[src/rtl/map_latch_gen.sv]
// map_latch_gen: parametrised discrete-latch mapper core. A single write-only
// latch holds a PRG bank and a CHR bank. CPU writes are detected by sampling a
// synchronised m2 on the system clock and committed after m2 falls.
module map_latch_gen #(
  parameter logic [15:0] REG_BASE     = 16'h6000,
  parameter logic [15:0] REG_MASK     = 16'hE000,
  parameter bit          PRG_EN       = 1'b0,
  parameter int          PRG_BITS     = 2,
  parameter int          PRG_LSB      = 4,
  parameter int          CHR_BITS     = 2,
  parameter int          CHR_LSB      = 0,
  parameter bit          CHR_SWAP     = 1'b1,
  parameter bit          BUS_CONFLICT = 1'b0,
  parameter logic [7:0]  MAP_IDX      = 8'd87
) (
  input  logic                   clk,
  input  logic                   rst_n,
  input  logic                   m2,
  input  logic                   cpu_rw,
  input  logic [15:0]            cpu_addr,
  input  logic [7:0]             cpu_dat,
  input  logic [7:0]             rom_dat,
  input  logic [13:0]            ppu_addr,
  input  logic                   cfg_mir_v,
  input  logic                   ss_act,
  input  logic                   ss_we,
  input  logic [7:0]             ss_addr,
  output logic [15+PRG_BITS-1:0] prg_addr,
  output logic [13+CHR_BITS-1:0] chr_addr,
  output logic                   ciram_a10,
  output logic                   ciram_ce,
  output logic                   rom_ce,
  output logic [7:0]             ss_rdat,
  output logic                   wr_stb
);

  typedef enum logic [1:0] {
    ST_IDLE   = 2'd0,
    ST_HIGH   = 2'd1,
    ST_COMMIT = 2'd2
  } state_t;

  // Extract a 4-bit window of a byte starting at lsb; bits beyond bit 7 read 0.
  function automatic logic [3:0] field8(input logic [7:0] v, input int lsb);
    logic [15:0] ext;
    ext = {8'h00, v} >> lsb;
    return ext[3:0];
  endfunction

  logic                m2_meta_q, m2_s_q, m2_prev_q;
  logic                m2_fall;
  state_t              state_q, state_d;
  logic [1:0]          cnt_q, cnt_d;
  logic [15:0]         addr_q, addr_d;
  logic [7:0]          dat_q, dat_d;
  logic [7:0]          rom_q, rom_d;
  logic                rw_q, rw_d;
  logic [CHR_BITS-1:0] chr_q, chr_d;
  logic [PRG_BITS-1:0] prg_q, prg_d;
  logic                wr_stb_q, wr_stb_d;

  // Work variables for the commit datapath.
  logic [7:0] eff_dat;
  logic [3:0] chr_fld, prg_fld, raw_fld;

  // Two-flop synchroniser for m2 plus a delayed copy for fall detection.
  always_ff @(posedge clk or negedge rst_n) begin
    if (!rst_n) begin
      m2_meta_q <= 1'b0;
      m2_s_q    <= 1'b0;
      m2_prev_q <= 1'b0;
    end else begin
      // NOTE: sequential state uses non-blocking assignments so every flop
      // samples the pre-edge value of its neighbours, which is what makes the
      // two-flop chain a chain rather than a single wire.
      m2_meta_q <= m2;
      m2_s_q    <= m2_meta_q;
      m2_prev_q <= m2_s_q;
    end
  end

  assign m2_fall = m2_prev_q & ~m2_s_q;

  // State, capture and latch registers.
  always_ff @(posedge clk or negedge rst_n) begin
    if (!rst_n) begin
      state_q  <= ST_IDLE;
      cnt_q    <= '0;
      addr_q   <= '0;
      dat_q    <= '0;
      rom_q    <= '0;
      rw_q     <= 1'b1;
      chr_q    <= '0;
      prg_q    <= '0;
      wr_stb_q <= 1'b0;
    end else begin
      state_q  <= state_d;
      cnt_q    <= cnt_d;
      addr_q   <= addr_d;
      dat_q    <= dat_d;
      rom_q    <= rom_d;
      rw_q     <= rw_d;
      chr_q    <= chr_d;
      prg_q    <= prg_d;
      wr_stb_q <= wr_stb_d;
    end
  end

  // Write FSM: capture the bus while m2 is high, commit once after it falls.
  always_comb begin
    // NOTE: every variable gets a default before any branch so no path
    // leaves one unassigned, which would otherwise infer a latch.
    state_d  = state_q;
    cnt_d    = cnt_q;
    addr_d   = addr_q;
    dat_d    = dat_q;
    rom_d    = rom_q;
    rw_d     = rw_q;
    chr_d    = chr_q;
    prg_d    = prg_q;
    wr_stb_d = 1'b0;
    eff_dat  = dat_q;
    chr_fld  = '0;
    prg_fld  = '0;
    raw_fld  = dat_q[3:0];

    unique case (state_q)
      ST_IDLE: begin
        if (m2_s_q) begin
          state_d = ST_HIGH;
          cnt_d   = 2'd1;
          addr_d  = cpu_addr;
          dat_d   = cpu_dat;
          rom_d   = rom_dat;
          rw_d    = cpu_rw;
        end
      end
      ST_HIGH: begin
        if (m2_fall) begin
          // A single high sample is treated as a glitch and dropped.
          state_d = (cnt_q >= 2'd2) ? ST_COMMIT : ST_IDLE;
        end else begin
          cnt_d  = (cnt_q == 2'd3) ? 2'd3 : cnt_q + 2'd1;
          addr_d = cpu_addr;
          dat_d  = cpu_dat;
          rom_d  = rom_dat;
          rw_d   = cpu_rw;
        end
      end
      ST_COMMIT: begin
        state_d = ST_IDLE;
        if (ss_act) begin
          // Save-state restore: raw loads, CPU writes ignored, no strobe.
          if (ss_we && ss_addr == 8'd0) chr_d = raw_fld[CHR_BITS-1:0];
          if (ss_we && ss_addr == 8'd1 && PRG_EN) prg_d = raw_fld[PRG_BITS-1:0];
        end else if (!rw_q && ((addr_q & REG_MASK) == REG_BASE)) begin
          if (BUS_CONFLICT && addr_q[15]) eff_dat = dat_q & rom_q;
          chr_fld = field8(eff_dat, CHR_LSB);
          if (CHR_SWAP && CHR_BITS >= 2) chr_fld[1:0] = {chr_fld[0], chr_fld[1]};
          prg_fld = field8(eff_dat, PRG_LSB);
          chr_d   = chr_fld[CHR_BITS-1:0];
          if (PRG_EN) prg_d = prg_fld[PRG_BITS-1:0];
          wr_stb_d = 1'b1;
        end
      end
      default: state_d = ST_IDLE;
    endcase
  end

  // Address generation and save-state readback.
  always_comb begin
    prg_addr  = {prg_q, cpu_addr[14:0]};
    chr_addr  = {chr_q, ppu_addr[12:0]};
    ciram_ce  = ~ppu_addr[13];
    ciram_a10 = cfg_mir_v ? ppu_addr[10] : ppu_addr[11];
    rom_ce    = cpu_addr[15];
    wr_stb    = wr_stb_q;
    case (ss_addr)
      8'd0:    ss_rdat = {{(8-CHR_BITS){1'b0}}, chr_q};
      8'd1:    ss_rdat = {{(8-PRG_BITS){1'b0}}, prg_q};
      8'd127:  ss_rdat = MAP_IDX;
      default: ss_rdat = 8'hFF;
    endcase
  end

endmodule

[config.mk]
export PLATFORM = sky130hd
export DESIGN_NAME = map_latch_gen
export DESIGN_NICKNAME = d
export VERILOG_FILES = /design/src/rtl/map_latch_gen.sv
export SDC_FILE = /design/constraint.sdc
export NUM_CORES = 1
export LEC_CHECK = 0
export ABC_AREA = 1
export CORE_MARGIN = 2
export CORE_UTILIZATION = 29
export DETAILED_ROUTE_END_ITERATION = 12
export PLACE_DENSITY_LB_ADDON = 0.25
export SYNTH_ARGS = -nofsm -noshare
export SYNTH_HDL_FRONTEND = slang
export SYNTH_SLANG_ARGS = --single-unit
[constraint.sdc]
create_clock -name clk -period 1.4 [get_ports clk]
set_clock_uncertainty 0.2 [all_clocks]
set_input_delay 0.21 -clock clk [delete_from_list [all_inputs] [get_ports clk]]
set_output_delay 0.21 -clock clk [all_outputs]
set_load 0.1 [all_outputs]
==> summary.md <==
| Metric | Value |
|---|---|
| GR peak layer | `met2` |
| Register area | `404 um2` |
| Leakage power | `0.734 nW` |
| Final hold vios | `0` |
| Initial core utilization | `0.302` |
| Global-route track usage on met3 | `0.0378` |
| Layout net count | `203` |
| Gr ovfl total | `0` |
| Die area | `3960 um2` |
| FMAX | `650 MHz` |
| Vias in the first global route | `765` |
| Layout cells sized above 1 | `0.440` |
| # diodes | `0` |
| GP Congestion | `0.776` |
| Top-area cell type share of the netlist area | `0.373` |
| Final Critical Period | `1540 ps` |
| Antenna violations before repair | `0` |
| Worst IR Drop VDD | `0.000435 V` |
| Synthesis-to-layout area growth | `56.9%` |
| Num CTS Buffers | `3` |
| # H-tree levels | `1` |
| RSZ-0062 raised after global routing | `yes` |
| Violations in the final reports | `negative setup slack` |
| CP endpoint kind | `output port` |
| DIE HEIGHT | `62.9 um` |
| Routing usage on met1 | `0.137` |
| Area of the core | `3340 um2` |
| FP Rows | `21` |
| Power density cells | `814 nW/um2` |
| DRC violation count after routing | `0` |
| Total Wirelength | `1.97 mm` |
| Global-route wire length before repair | `3.57 mm` |
| DP Area | `1490 um2` |
| Yosys top cell by area | `dfrtp_1` |
| Clk_lat worst skew | `280 ps` |
| Via count | `773` |
| Register area share after synthesis | `0.399` |
| Status | `complete, but fails checks` |
| Max Cap Viol | `0` |
| Fill cells | `338` |
| TritonCTS clock tree | `built` |
| I/O pin count | `105` |
| Antenna Nets Post-Route | `0` |
| Vias/cell | `4.13` |
| Post-route cell area | `1580 um2` |
| Mean routed wirelength per cell | `10.5 um` |
| Die Wd | `62.9 um` |
| Crit Path Class | `in2out` |
| Global-route met2 utilization | `0.188` |
| Tot Pwr | `1.29 mW` |
| Max Slew Vio Count | `0` |
| WP data required | `990 ps` |
| Largest net degree at the start of global routing | `17` |
| DRT iter0 DRCs | `13` |
| Clk sink count | `16` |
| Multi-input logic area | `367 um2` |
| Hold Path Class | `in2async` |
| Root Driver | `clkbuf_4` |
| CP Max Fanout | `3` |
| 1st-pass router iterations | `2` |
| Syn. warnings | `0` |
| Post-synthesis cell count | `123` |
| Area contributors post-synth | `dfrtp_1 37%, buf_4 26%, nand2_1 7.8%, inv_1 4.8%, nor2_1 4.1%` |
| Arrival time at the worst endpoint | `1130 ps` |
| GRT Total Usage | `0.110` |
| Yosys reg bits | `16` |
| Netlist cell types | `18` |
| Final setup fails | `8` |
| Mapped Area | `1010 um2` |
| Post-DP HPWL | `1.64 mm` |
| CP Launch Type | `input port` |
| Worst-path clk slew | `90 ps` |
| Number of port buffers | `40` |
| Avg Inst Size Synth | `8.19 um2` |
| Clock buffer depth | `2` |
| Period utilization | `1.10` |
| Final worst slack | `-138 ps` |
[layer usage]
| metal | wire length (um) | share of wire |
|---|---|---|
| met5 | 0 | 0 |
| met4 | 0 | 0 |
| met3 | 191 | 0.097 |
| met2 | 986 | 0.50 |
| met1 | 791 | 0.40 |
[registers in the layout, summed over array words and instances (netlist names)]
name and count:
state_q 2, addr_q 3, m2_prev_q 1, chr_q 2, dat_q 2, m2_s_q 1, cnt_q 2, wr_stb 1
rw_q 1, m2_meta_q 1
[cell families after synthesis]
family | share of synthesized area
flops | 0.399
compound gates | 0.0807
simple gates | 0.185
buf+inv | 0.320
other cells | 0.00372
mux | 0.0112
[power breakdown]
group	internal [mW]	switching, mW	leakage (nW)
registers	0.518	0.0333	0.191
clock network	0.158	0.137	0.0210
logic	0.178	0.263	0.522
[critical path, cell delays in order]
cell and delay (ps):
buf_8 100, nor2_4 100, inv_2 50, nor3_4 240, clkinvlp_4 210, buf_12 210
[synthesized netlist by cell type]
cell type  instances
nand2_1           21
o21ai_2            2
nand4_1            2
nor2_1            11
buf_4             35
mux2_2             1
a21oi_1            1
o31ai_1            1
o21ai_0            7
dfrtp_1           15
o21ai_4            1
conb_1             1
inv_1             13
nor3_1             4
buf_6              1
nand2_2            3
dfstp_2            1
nand3_1            3
[worst paths after layout]
check                           cells past startpoint  slack [ps]       start         end
worst max-delay path                                6        -140  ss_addr[2]  ss_rdat[6]
worst min-delay path                                2          40       rst_n      wr_stb
worst max register to register                      6         100  state_q[1]  addr_q[14]
worst min register to register                      0         160   m2_meta_q      m2_s_q
max in group asynchronous                           2         710       rst_n        rw_q
min in group clk                                    0         160   m2_meta_q      m2_s_q
[what timing repair did]
action / 4_1_cts / 5_1_grt
resized for setup: 41 / 10
cloned: 0 / 0
buffers inserted: 2 / 0
endpoints found under the setup margin: 11 / 9
pin swaps: 8 / 4
hold buffers: 0 / 0
[metrics by stage]
step / std cells / setup TNS [ps] / util / hold slack [ps] / setup WS (ps)
after CTS: 187 / -1500 / 0.466 / 34.5 / -212
after floorplan: 124 / -2410 / - / -286 / -613
after global placement: 181 / -5030 / 0.447 / 134 / -517
final: 187 / -995 / 0.474 / 36.1 / -138
after detailed placement: 181 / -5150 / 0.447 / 146 / -528
after global routing: 187 / -1630 / 0.474 / 49.4 / -227
[area by class of cell]
class | instances | share of cell area
clock buffers | 4 | 0.0230
inverters | 13 | 0.0333
multi-input cells | 59 | 0.232
flip-flops and latches | 16 | 0.256
well taps | 46 | 0.0364
repair buffers | 49 | 0.420
[cell usage in the layout (no fill, tap or decap)]
cell             instances
o31ai_1                  1
nor2_4                   5
clkdlybuf4s50_1         11
a21oi_1                  1
inv_1                   11
buf_12                  19
nor3_1                   2
nor3_2                   1
nand3_1                  3
nand2_4                  2
nor3_4                   1
clkbuf_4                 3
dfrtp_2                  2
mux2_4                   1
nand2_2                  6
o21ai_2                  2
inv_2                    1
buf_4                    7
o21ai_4                  1
dfrtp_1                 13
o21ai_0                  7
buf_2                    2
conb_1                   2
nand4_1                  2
clkbuf_8                 1
clkdlybuf4s15_2          1
buf_8                    2
buf_6                    3
nand2_1                 16
nor2_1                   6
dfstp_2                  1
dlygate4sd2_1            4
clkinvlp_4               1
Note: power is estimated with default switching activity, not from simulation.
